**src/rtl/keypad_entry_ctrl.sv**
```systemverilog
// keypad_entry_ctrl
// Sequences the decimal-to-BCD keypad encoder for the microwave front panel.
// It debounces the encoder loadn strobe and shifts each accepted BCD digit
// into an MM:SS entry register (digit 0 = seconds ones).
// Entry is frozen while cooking (lock) and cleared by cancel.
// Optional build macro SEC_CLAMP_EN: the seconds field of time_bcd is shown
// as 59 whenever the raw seconds value exceeds 59. The internal register
// still keeps the raw digits.
module keypad_entry_ctrl #(
    parameter int DIGITS       = 4,
    parameter int DEBOUNCE_CYC = 4
) (
    input  logic                         clk,
    input  logic                         clearn,
    input  logic [3:0]                   key_bcd,
    input  logic                         key_loadn,
    input  logic                         lock,
    input  logic                         cancel,
    output logic                         enc_enable,
    output logic [4*DIGITS-1:0]          time_bcd,
    output logic [$clog2(DIGITS+1)-1:0]  digit_count,
    output logic                         key_accept,
    output logic                         entry_full
);

    localparam int CNT_W = $clog2(DIGITS + 1);
    localparam int DB_W  = $clog2(DEBOUNCE_CYC + 1);

    typedef enum logic [2:0] {
        IDLE,
        PRESS,
        ACCEPT,
        RELEASE,
        LOCKED
    } state_t;

    state_t              state;
    state_t              state_next;
    logic [DB_W-1:0]     deb_cnt;
    logic [DB_W-1:0]     deb_next;
    logic [DB_W-1:0]     deb_inc;
    logic                do_shift;
    logic                do_clear;
    logic                enable_next;
    logic [4*DIGITS-1:0] time_raw;

    assign deb_inc    = deb_cnt + DB_W'(1);
    assign entry_full = (digit_count == CNT_W'(DIGITS));

    // State register and debounce counter
    always_ff @(posedge clk or negedge clearn) begin
        if (!clearn) begin
            state   <= IDLE;
            deb_cnt <= '0;
        end else begin
            state   <= state_next;
            deb_cnt <= deb_next;
        end
    end

    // Next-state logic; lock overrides everything and cancel overrides a pending accept
    always_comb begin
        state_next = state;
        deb_next   = deb_cnt;
        do_shift   = 1'b0;
        do_clear   = cancel;

        case (state)
            IDLE: begin
                if (!key_loadn) begin
                    if (DEBOUNCE_CYC == 1) begin
                        state_next = ACCEPT;
                        deb_next   = '0;
                    end else begin
                        state_next = PRESS;
                        deb_next   = DB_W'(1);
                    end
                end
            end
            PRESS: begin
                if (key_loadn) begin
                    state_next = IDLE;
                    deb_next   = '0;
                end else if (deb_inc == DB_W'(DEBOUNCE_CYC)) begin
                    state_next = ACCEPT;
                    deb_next   = '0;
                end else begin
                    deb_next = deb_inc;
                end
            end
            ACCEPT: begin
                if ((key_bcd <= 4'd9) && !entry_full) begin
                    do_shift = 1'b1;
                end
                state_next = RELEASE;
                deb_next   = '0;
            end
            RELEASE: begin
                if (!key_loadn) begin
                    deb_next = '0;
                end else if (deb_inc == DB_W'(DEBOUNCE_CYC)) begin
                    state_next = IDLE;
                    deb_next   = '0;
                end else begin
                    deb_next = deb_inc;
                end
            end
            LOCKED: begin
                if (!lock) begin
                    state_next = RELEASE;
                    deb_next   = '0;
                end
            end
            default: begin
                state_next = IDLE;
                deb_next   = '0;
            end
        endcase

        if (cancel) begin
            state_next = IDLE;
            deb_next   = '0;
            do_shift   = 1'b0;
        end

        if (lock) begin
            state_next = LOCKED;
            deb_next   = '0;
            do_shift   = 1'b0;
        end

        enable_next = !lock && (state_next != LOCKED);
    end

    // Entry register, digit counter, accept pulse and registered encoder enable
    always_ff @(posedge clk or negedge clearn) begin
        if (!clearn) begin
            time_raw    <= '0;
            digit_count <= '0;
            key_accept  <= 1'b0;
            enc_enable  <= 1'b0;
        end else begin
            key_accept <= do_shift;
            enc_enable <= enable_next;
            if (do_clear) begin
                time_raw    <= '0;
                digit_count <= '0;
            end else if (do_shift) begin
                time_raw    <= {time_raw[4*DIGITS-5:0], key_bcd};
                digit_count <= digit_count + CNT_W'(1);
            end
        end
    end

`ifdef SEC_CLAMP_EN
    // Present the seconds field as 59 when the raw tens-of-seconds digit is 6 or more
    always_comb begin
        time_bcd = time_raw;
        if (time_raw[7:4] > 4'd5) begin
            time_bcd[7:0] = 8'h59;
        end
    end
`else
    assign time_bcd = time_raw;
`endif

endmodule

```
**config.mk**
```make
export PLATFORM = sky130hd
export DESIGN_NAME = keypad_entry_ctrl
export DESIGN_NICKNAME = d
export VERILOG_FILES = /design/src/rtl/keypad_entry_ctrl.sv
export SDC_FILE = /design/constraint.sdc
export NUM_CORES = 1
export LEC_CHECK = 0
export CORE_MARGIN = 8
export CORE_UTILIZATION = 40
export CTS_BUF_LIST = sky130_fd_sc_hd__clkbuf_8
export DETAILED_ROUTE_END_ITERATION = 10
export PLACE_DENSITY = 0.68
export SYNTH_ARGS = -nofsm -noshare
export SYNTH_HDL_FRONTEND = slang
export SYNTH_SLANG_ARGS = --single-unit
export TNS_END_PERCENT = 50
```
**constraint.sdc**
```tcl
create_clock -name clk -period 1.54 [get_ports clk]
set_input_delay 0.462 -clock clk [delete_from_list [all_inputs] [get_ports clk]]
set_output_delay 0.462 -clock clk [all_outputs]
set_load 0.02 [all_outputs]
```
==> impl_metrics.py <==
metrics = {
    "run_status": {
        "status": "finished with violations",
        "violations": "setup timing",
    },
    "sta": {
        "maxSlewViolCount": 0,
        "fin_hold_ws_ns": 0.511,
        "max_freq_mhz": 638,
        "post-route-period-util_pct": 102,
        "worst_slew_pin_slew_ns": 0.367,
        "finClkSkew_ns": 0.00813,
        "setup_viol": 1,
        "final.setup.tns_ns": -0.0274,
        "min_period_ns": 1.57,
        "hold_viol": 0,
        "slew_headroom_pct": 75.6,
        "worst_slack_ns": -0.0274,
        "rsz0062_at_grt": "true",
    },
    "yosys": {
        "ys_ff_latch": 27,
        "ys_types": 31,
        "yosysTopAreaCellShare_pct": 48.5,
        "yosysWarningCount": 0,
        "syn_area_um2": 1390,
        "syn_inst": 115,
        "yosysSeqAreaShare_pct": 48.5,
        "synth_top_cell_by_area": "dfrtp_1",
        "synth.top_cells.by_area": "dfrtp_1 49%, mux2_4 8.6%, mux2_2 7.3%, nor2b_1 7.2%, ha_1 3.6%",
        "avgSynthCellArea_um2": 12.1,
        "syn_nets": 128,
    },
    "worst_setup_path": {
        "slowest_stage": "dfrtp_1",
        "path_cells": "inv_2, ha_4, nand2_4, inv_2, buf_6",
        "end_kind": "output port",
        "required_ns": 1.08,
        "worstPathArrival_ns": 1.11,
        "worstPathMaxFanout": 2,
        "crit_top_cell": "inv_2",
        "critPathKind": "reg2out",
        "cp-start-kind": "flip-flop",
        "crit_path_max_incr_delay_ns": 0.41,
    },
    "clock_tree": {
        "cts_root_buffer": "clkbuf_8",
        "hold_buffers": 0,
        "cts_max_level": 1,
        "cts_tree": "built",
        "cts.path.max_buffers": 2,
        "clk_latency_ns": 0.27,
        "clk_transition_reported_paths_ns": 0.10,
        "numCtsBuffers": 3,
        "cts_sinks": 27,
    },
    "placement": {
        "dp.cells": 203,
        "dpl.hpwl_mm": 2.15,
        "dpl_cell_area_um2": 1880,
        "dpl_worst_slack_ns": -0.555,
        "numPortBuffers": 30,
        "finalWeightedCongestion": 0.814,
    },
    "cells_and_area": {
        "final_cell_mix": "27 x dfrtp_1, 21 x dlygate4sd2_1, 16 x nor2b_1, 16 x buf_4, 9 x mux2_2",
        "final_common_cell": "dfrtp_1",
        "num_antenna_cells": 0,
        "n_fill_cell": 299,
        "multi_input_area_um2": 689,
        "drive_gt1_share_pct": 36.0,
        "stdcell_count": 210,
        "syn2layout_area_growth_pct": 42.0,
        "finish.utilization_pct": 59.2,
        "final_nets": 178,
        "ff_latch_area_um2": 676,
        "fin_area_um2": 1980,
    },
    "pwr": {
        "power_density_nw_per_um2": 636,
        "p_switching_mw": 0.295,
        "power.total_mw": 1.26,
        "p_seq_share_pct": 57.8,
        "internal_power_mw": 0.961,
        "power_switching_share_pct": 23.5,
        "p_leak_nw": 1.07,
        "ir_drop_uv": 403,
        "p_comb_share_pct": 10.2,
        "clock_power_share_pct": 32.0,
    },
    "detailed_routing": {
        "drc": 0,
        "routed_wl_mm": 2.95,
        "drt_iter0_drc": 37,
        "postRouteAntennaNets": 0,
        "vias": 1037,
        "drt_pre_antenna_iters": 4,
        "routedWlPerCell_um": 14.0,
        "vias_per_cell": 4.94,
    },
    "grt": {
        "grtUsageMet1_pct": 13.2,
        "grtUsageTotal_pct": 11.6,
        "grt_util_met2_pct": 20.5,
        "use_met3_pct": 3.33,
        "grt_pass1_wl_mm": 5.06,
        "grt_max_degree": 28,
        "grt_pass1_vias": 1093,
        "grt_overflow": 0,
        "grt_busiest_layer": "met2",
        "antenna_found_initial": 0,
    },
    "floorplanning": {
        "die_w_um": 75.0,
        "start_util_pct": 41.7,
        "std_cell_rows": 21,
        "io_pins": 31,
        "die-area_um2": 5630,
        "die_h_um": 75.0,
        "coreArea_um2": 3340,
    },
    "hold_path": {
        "min_path_type": "in2reg",
    },
    "job": {
        "drv_cap": 0,
    },
}
-- logic make-up after synthesis --
kind of cell             count (synthesis)  synth area share [%]
AND/OR/NAND/NOR                         42                  20.5
flip-flops                              27                  48.5
multiplexers                            20                  18.1
buffers and inverters                   13                  4.22
AO/OA/AOI/OAI                            6                  3.23
adder cells (fa/ha/maj)                  4                  3.59
XOR/XNOR                                 3                  1.89
-- area by class of cell --
cell class / instances / share of cell area, %
sequential: 27 / 34.2
tap: 46 / 2.91
multi-input combinational: 75 / 34.9
clock inverter: 1 / 0.380
clock buffer: 3 / 2.09
timing repair buffer: 52 / 24.4
inverter: 6 / 1.14
-- per-layer routing --
metal	wire (um)	up-vias	part of all wire [%]
met2	1530	19	52
met5	0	-	0
met3	145	0	4.9
met4	0	0	0
li1	-	496	-
met1	1270	522	43
-- worst max-delay path: cells and delay by family, from the launching register on --
family,cells,cell delay [ns]
buffers and inverters,3,0.23
AND/OR/NAND/NOR,1,0.05
flip-flops,1,0.41
adder cells (fa/ha/maj),1,0.13
-- flip-flops by register name, indices dropped and copies added (netlist names) --
signal / cells
digit_count: 3
time_bcd: 16
state: 3
key_accept: 1
deb_cnt: 3
enc_enable: 1
-- synthesized netlist by cell type, drive strengths merged --
master and number:
nor3b 3, and4b 1, and3 1, buf 3, a211o 1, xor2 2, nand2b 3, o21ai 1
and2 1, xnor2 1, ha 4, dfrtp 27, nor4 2, a311oi 1, nor4b 1, nor2b 16
nor2 2, nand3 4, a2111oi 1, nand2 3, o2111ai 1, clkbuf 4, inv 6, mux2 17
a21oi 1, mux2i 3, nand4 5
-- worst paths after layout --
| kind | startpoint | to | slack, ns | cells after the start |
|---|---|---|---|---|
| setup / recovery | digit_count[1] | entry_full | -0.03 | 5 |
| hold / removal | lock | state[2] | 0.51 | 2 |
| setup reg to reg | digit_count[1] | time_bcd[9] | 0.02 | 7 |
| hold reg to reg | time_bcd[7] | time_bcd[11] | 0.53 | 1 |
| max in group asynchronous | clearn | enc_enable | 0.85 | 2 |
| min in group asynchronous | clearn | time_bcd[8] | 0.53 | 2 |
-- timing repair --
item                                    in CTS  in global routing
endpoints found under the hold margin        0                  0
endpoints found under the setup margin      44                 22
pin swaps                                    3                  4
resized for setup                           47                 16
cloned                                       2                  0
setup buffers                                1                  0
-- power groups by stage --
stage,Sequential [mW],Clock (mW),Combinational [mW]
finish,0.726,0.402,0.129
global route,0.727,0.454,0.141
CTS,0.726,0.421,0.130
detailed placement,0.740,0,0.131
global placement,0.740,0,0.129
floorplan,0.740,0,0.0480
No activity file was read; power rests on OpenSTA's default activity.
